## src/rtl/pipelined_cla_adder.sv

```systemverilog
// Pipelined WIDTH-bit adder/subtractor: NSTAGE registered slices built from 4-bit CLA groups.
// Define CLA_SAT_EN to add the sat port (clamp S to the signed limit on overflow).
module pipelined_cla_adder #(
    parameter int WIDTH  = 32,
    parameter int NSTAGE = 4
) (
    input  logic             clk,
    input  logic             rst_n,
    input  logic             in_valid,
    output logic             in_ready,
    input  logic [WIDTH-1:0] A,
    input  logic [WIDTH-1:0] B,
    input  logic             Cin,
    input  logic             sub,
`ifdef CLA_SAT_EN
    input  logic             sat,
`endif
    output logic             out_valid,
    input  logic             out_ready,
    output logic [WIDTH-1:0] S,
    output logic             Cout,
    output logic             ovf
);

    localparam int SLICE = WIDTH / NSTAGE;
    localparam int NG    = SLICE / 4;

    // Returns {carry_out, sum} for one SLICE-wide chunk.
    function automatic logic [SLICE:0] cla_slice(
        input logic [SLICE-1:0] a,
        input logic [SLICE-1:0] b,
        input logic             cin
    );
        logic [SLICE-1:0] p, g, c;
        logic [NG-1:0]    gp, gg;
        logic [NG:0]      gc;
        logic             term;
        p  = a ^ b;
        g  = a & b;
        gp = '0;
        gg = '0;
        gc = '0;
        c  = '0;
        for (int unsigned i = 0; i < NG; i++) begin
            gp[i] = &p[4*i +: 4];
            gg[i] = g[4*i+3]
                  | (p[4*i+3] & g[4*i+2])
                  | (p[4*i+3] & p[4*i+2] & g[4*i+1])
                  | (p[4*i+3] & p[4*i+2] & p[4*i+1] & g[4*i]);
        end
        // Every group carry is a flat sum of products over all lower groups.
        for (int unsigned i = 0; i <= NG; i++) begin
            term = cin;
            for (int unsigned j = 0; j < i; j++) begin
                term = term & gp[j];
            end
            gc[i] = term;
            for (int unsigned j = 0; j < i; j++) begin
                term = gg[j];
                for (int unsigned m = j + 1; m < i; m++) begin
                    term = term & gp[m];
                end
                gc[i] = gc[i] | term;
            end
        end
        for (int unsigned i = 0; i < NG; i++) begin
            c[4*i]   = gc[i];
            c[4*i+1] = g[4*i] | (p[4*i] & gc[i]);
            c[4*i+2] = g[4*i+1] | (p[4*i+1] & g[4*i]) | (p[4*i+1] & p[4*i] & gc[i]);
            c[4*i+3] = g[4*i+2] | (p[4*i+2] & g[4*i+1]) | (p[4*i+2] & p[4*i+1] & g[4*i])
                     | (p[4*i+2] & p[4*i+1] & p[4*i] & gc[i]);
        end
        return {gc[NG], p ^ c};
    endfunction

    logic [WIDTH-1:0]  b_eff;
    logic              c0;
    logic              sat_in0;
    logic [NSTAGE-1:0] vld;
    logic [NSTAGE-1:0] adv;

    assign b_eff = sub ? ~B : B;
    assign c0    = sub | Cin;
`ifdef CLA_SAT_EN
    assign sat_in0 = sat;
`else
    assign sat_in0 = 1'b0;
`endif

    // A stage moves unless it and every stage after it are full while the output stalls.
    always_comb begin
        logic tail;
        adv  = '0;
        tail = 1'b1;
        for (int unsigned i = 0; i < NSTAGE; i++) begin
            tail = tail & vld[NSTAGE-1-i];
            adv[NSTAGE-1-i] = out_ready | ~tail;
        end
    end

    always_ff @(posedge clk or negedge rst_n) begin
        if (!rst_n) begin
            vld <= '0;
        end else begin
            if (adv[0]) vld[0] <= in_valid;
            for (int unsigned k = 1; k < NSTAGE; k++) begin
                if (adv[k]) vld[k] <= vld[k-1];
            end
        end
    end

    assign in_ready  = adv[0];
    assign out_valid = vld[NSTAGE-1];

    for (genvar k = 0; k < NSTAGE; k++) begin : stg
        localparam int REM = WIDTH - k * SLICE;

        logic                   v_in;
        logic                   c_in;
        logic                   sat_in;
        logic [REM-1:0]         a_in;
        logic [REM-1:0]         b_in;
        logic [SLICE:0]         add;
        logic [(k+1)*SLICE-1:0] s_full;

        if (k == 0) begin : src
            assign v_in   = in_valid;
            assign c_in   = c0;
            assign sat_in = sat_in0;
            assign a_in   = A;
            assign b_in   = b_eff;
            assign s_full = add[SLICE-1:0];
        end else begin : src
            assign v_in   = vld[k-1];
            assign c_in   = stg[k-1].mid.cy;
            assign sat_in = stg[k-1].mid.sat_r;
            assign a_in   = stg[k-1].mid.a_r;
            assign b_in   = stg[k-1].mid.b_r;
            assign s_full = {add[SLICE-1:0], stg[k-1].mid.s_r};
        end

        assign add = cla_slice(a_in[SLICE-1:0], b_in[SLICE-1:0], c_in);

        if (k < NSTAGE - 1) begin : mid
            logic [REM-SLICE-1:0]   a_r;
            logic [REM-SLICE-1:0]   b_r;
            logic [(k+1)*SLICE-1:0] s_r;
            logic                   cy;
            logic                   sat_r;

            always_ff @(posedge clk or negedge rst_n) begin
                if (!rst_n) begin
                    a_r   <= '0;
                    b_r   <= '0;
                    s_r   <= '0;
                    cy    <= 1'b0;
                    sat_r <= 1'b0;
                end else if (adv[k] && v_in) begin
                    a_r   <= a_in[REM-1:SLICE];
                    b_r   <= b_in[REM-1:SLICE];
                    s_r   <= s_full;
                    cy    <= add[SLICE];
                    sat_r <= sat_in;
                end
            end
        end else begin : fin
            logic             ovf_d;
            logic [WIDTH-1:0] s_d;

            // Carry into the MSB is recovered as a^b^s at that bit.
            assign ovf_d = a_in[SLICE-1] ^ b_in[SLICE-1] ^ s_full[WIDTH-1] ^ add[SLICE];

            always_comb begin
                s_d = s_full;
                if (sat_in && ovf_d) begin
                    s_d = s_full[WIDTH-1] ? {1'b0, {(WIDTH-1){1'b1}}} : {1'b1, {(WIDTH-1){1'b0}}};
                end
            end

            always_ff @(posedge clk or negedge rst_n) begin
                if (!rst_n) begin
                    S    <= '0;
                    Cout <= 1'b0;
                    ovf  <= 1'b0;
                end else if (adv[k] && v_in) begin
                    S    <= s_d;
                    Cout <= add[SLICE];
                    ovf  <= ovf_d;
                end
            end
        end
    end

endmodule

```

## config.mk

```make
export PLATFORM = sky130hd
export DESIGN_NAME = pipelined_cla_adder
export DESIGN_NICKNAME = d
export VERILOG_FILES = /design/src/rtl/pipelined_cla_adder.sv
export SDC_FILE = /design/constraint.sdc
export NUM_CORES = 1
export LEC_CHECK = 0
export CAP_MARGIN = 20
export CORE_UTILIZATION = 60
export DETAILED_ROUTE_END_ITERATION = 10
export PLACE_DENSITY = 0.86
export SYNTH_ARGS = -nofsm -noshare
export SYNTH_HDL_FRONTEND = slang
export SYNTH_SLANG_ARGS = --single-unit
```

## constraint.sdc

```tcl
create_clock -name clk -period 3.6 [get_ports clk]
set_input_delay 0.72 -clock clk [delete_from_list [all_inputs] [get_ports clk]]
set_output_delay 0.72 -clock clk [all_outputs]
set_load 0.01 [all_outputs]
```

==> flow_summary.toml <==
[timing]
clock_skew_ps = 7.90
period_share = 0.853
finalSetupViolCount = 0
relSlewSlack = 0.524
setup_tns_ps = 0
min_period_ps = 3070
rsz0062_at_grt = "false"
worst_pin_slew_ps = 714
fmax_ghz = 0.325
hold_viol = 0
drv_slew = 0

[yosys]
yosysMostFrequentCell = "dfrtp_1"
synthXorXnorAreaFrac = 0.0515
yosysTopAreaCellShare = 0.556
ys_async_sr_fraction = 1.00
syn_area_um2 = 8330
synth_compound_area_frac = 0.0711
synth_fp_nets = 756
muxShareOfSynthArea = 0.170
synthFlopType = "dfrtp_1"
synthTopCellsByArea = "dfrtp_1 56%, mux2_2 17%, ha_1 4.8%, xnor2_1 3.3%, o21ai_0 3.2%"
ys_seq_area_frac = 0.556
synthTopCellsByCount = "185 x dfrtp_1, 124 x mux2_2, 62 x nand2_1, 54 x o21ai_0, 32 x ha_1"
syn_avg_cell_area_um2 = 12.9
synth_cell_types = 47
syn_inst = 646
synth-simple-area-share = 0.0577
synth_top_family_by_area = "multiplexers"
synthAdderAreaFrac = 0.0673
synth_top_area_cell = "dfrtp_1"
yosys_warnings = 0
ys_ff_latch = 185
synth_edf_count = 0

[routing]
ant_nets = 0
drt-total-wl_um = 16400
drc = 0
via_per_inst = 5.55
vias = 5232
detail_route.wl_per_cell_um = 17.4
dr.pass1.iters = 4
drtIter0Drc = 410

[grt]
grt_pass1_vias = 5607
antenna_found_initial = 0
grt_max_degree = 79
grt_pass1_wl_um = 27700
grt_usage = 0.251
gr-total-overflow = 0

[worst_setup_path]
reg2reg_depth = 7
reg2reg_from = "stg[0].mid.a_r[0]"
cp-end-kind = "primary output"
max_stage_delay_ps = 520
slowest_stage = "clkdlybuf4s50_1"
path_cells = "clkdlybuf4s50_1, nand4b_1, or2_1, clkdlybuf4s50_1"
critPathTopFamily = "buffers and inverters"
critPathLaunch = "out_ready"
cp_max_fo = 4
crit_required_ps = 2880
reg2reg_slack_ps = 1230
crit_top_cell = "clkdlybuf4s50_1"
cp.arrival_ps = 2350
startpoint_type = "primary input"
cp_num_buf_inv = 2
r2r-end = "stg[1].mid.s_r[12]"
crit_type = "primary input to primary output"

[clock_tree]
clock_latency_ps = 420
post_cts_resized = 0
ctsHoldBuffers = 0
cts_setup_buffers = 0
clockBufferDepth = 2
clk_pin_slew_ps = 60
clock-root-buffer = "clkbuf_16"
cts_buffers = 17
cts_sinks = 185
cts_tree = "yes"
htreeDepth = 4

[floorplan]
die_w_um = 120
rows = 42
die_h_um = 120
io_pins = 106
initial_core_util = 0.622
dieArea_um2 = 14400
fp.coreArea_um2 = 13400

[placement]
port-buffer-count = 105
gp_congestion = 0.835
dp_hpwl_um = 11100

[pwr]
leakage_nw = 4.46
total_power_mw = 7.50
worst_ir_drop_vdd_mv = 0.376
p_per_area_nw_per_um2 = 739

[final_layout]
drive_gt1_frac = 0.234
multi_input_area_um2 = 3490
regArea_um2 = 4630
n_fill_cell = 841
area_growth_pct = 21.8
fin_nets = 863
n_antenna_cell = 0

[job]
max_cap_violations = 0

[hold_path]
hold_class = "primary input to async pin"

[status]
outcome = "finished, final reports clean"
-- cells in the final DEF, fill, tap and decap left out, types with 2 or more instances in the layout --
cell             count
inv_6                4
clkinvlp_4           2
xnor2_1             31
ha_1                32
o31a_1               2
nand4_1              2
clkinv_4             3
dfrtp_1            185
clkinv_2             3
nor3b_1              3
fa_1                 8
nor2_1              11
mux2i_1              2
nand2_1             59
nand2_2              3
a21o_1               5
o31ai_1              5
o21a_1               3
nand2b_1             9
o21ai_0             54
clkbuf_16           17
clkbuf_8             2
nor3_1               5
clkdlybuf4s50_1    103
a211oi_1             5
nand4b_1             2
a21oi_1             11
buf_12               5
buf_4                6
nand3_1              2
o21ai_1              2
mux2_2             124
inv_1               18
xor2_1              18
-- routing by layer --
metal,routed length (um),GRT usage,vias up,part of all wire
met3,610,0.0471,20,0.037
met2,8520,0.430,118,0.52
met4,227,0.0758,0,0.014
li1,-,-,2463,-
met1,7010,0.326,2631,0.43
met5,0,0,-,0
-- power by group --
part | internal (mW) | switching [mW] | total (mW) | leakage (nW)
logic | 1.40 | 1.15 | 2.55 | 1.97
clock network | 0.929 | 0.791 | 1.72 | 0.268
registers | 2.80 | 0.426 | 3.23 | 2.22
total | 5.14 | 2.36 | 7.50 | 4.46
-- kinds of logic (layout without fill, tap and decap cells) --
group / after synthesis / after routing
flops: 185 / 185
mux: 126 / 126
simple gates: 103 / 103
compound gates: 97 / 97
xor+xnor: 49 / 49
buf+inv: 46 / 166
fa+ha+maj: 40 / 40
-- per-stage QoR --
stage / cell area, um^2 / util / hold slack (ps) / setup slack, ps / std cells
6_report: 10100 / 0.757 / 320 / 528 / 942
3_5_place_dp: 9600 / 0.716 / 468 / 484 / 910
5_1_grt: 10100 / 0.757 / 374 / 491 / 942
4_1_cts: 10100 / 0.757 / 344 / 539 / 942
3_3_place_gp: 9600 / 0.716 / 457 / 550 / 910
2_1_floorplan: 8330 / - / 424 / 739 / 646
-- registers in the layout, summed over array words and instances, names as in the netlist --
register and cells:
S 32, ovf 1, stg.mid.cy 3, stg.mid.s_r 48
stg.mid.b_r 48, Cout 1, stg.mid.a_r 48, vld 4
-- worst max-delay path by stage --
| stage | slack, ps | end | cells after the start |
|---|---|---|---|
| 2_1_floorplan | 740 | stg[0].mid.s_r[4] | 10 |
| 3_3_place_gp | 550 | in_ready | 4 |
| 3_5_place_dp | 480 | stg[0].mid.s_r[4] | 9 |
| 4_1_cts | 540 | in_ready | 4 |
| 5_1_grt | 490 | in_ready | 4 |
| 6_report | 530 | in_ready | 4 |
-- final cells by class --
class                      instances  area share
clock buffer                      20      0.0450
clock inverter                    12     0.00900
inverter                          18     0.00666
multi-input combinational        415       0.344
sequential                       185       0.456
tap                              176      0.0217
timing repair buffer             116       0.118
Power figures use the tool's default switching activity.
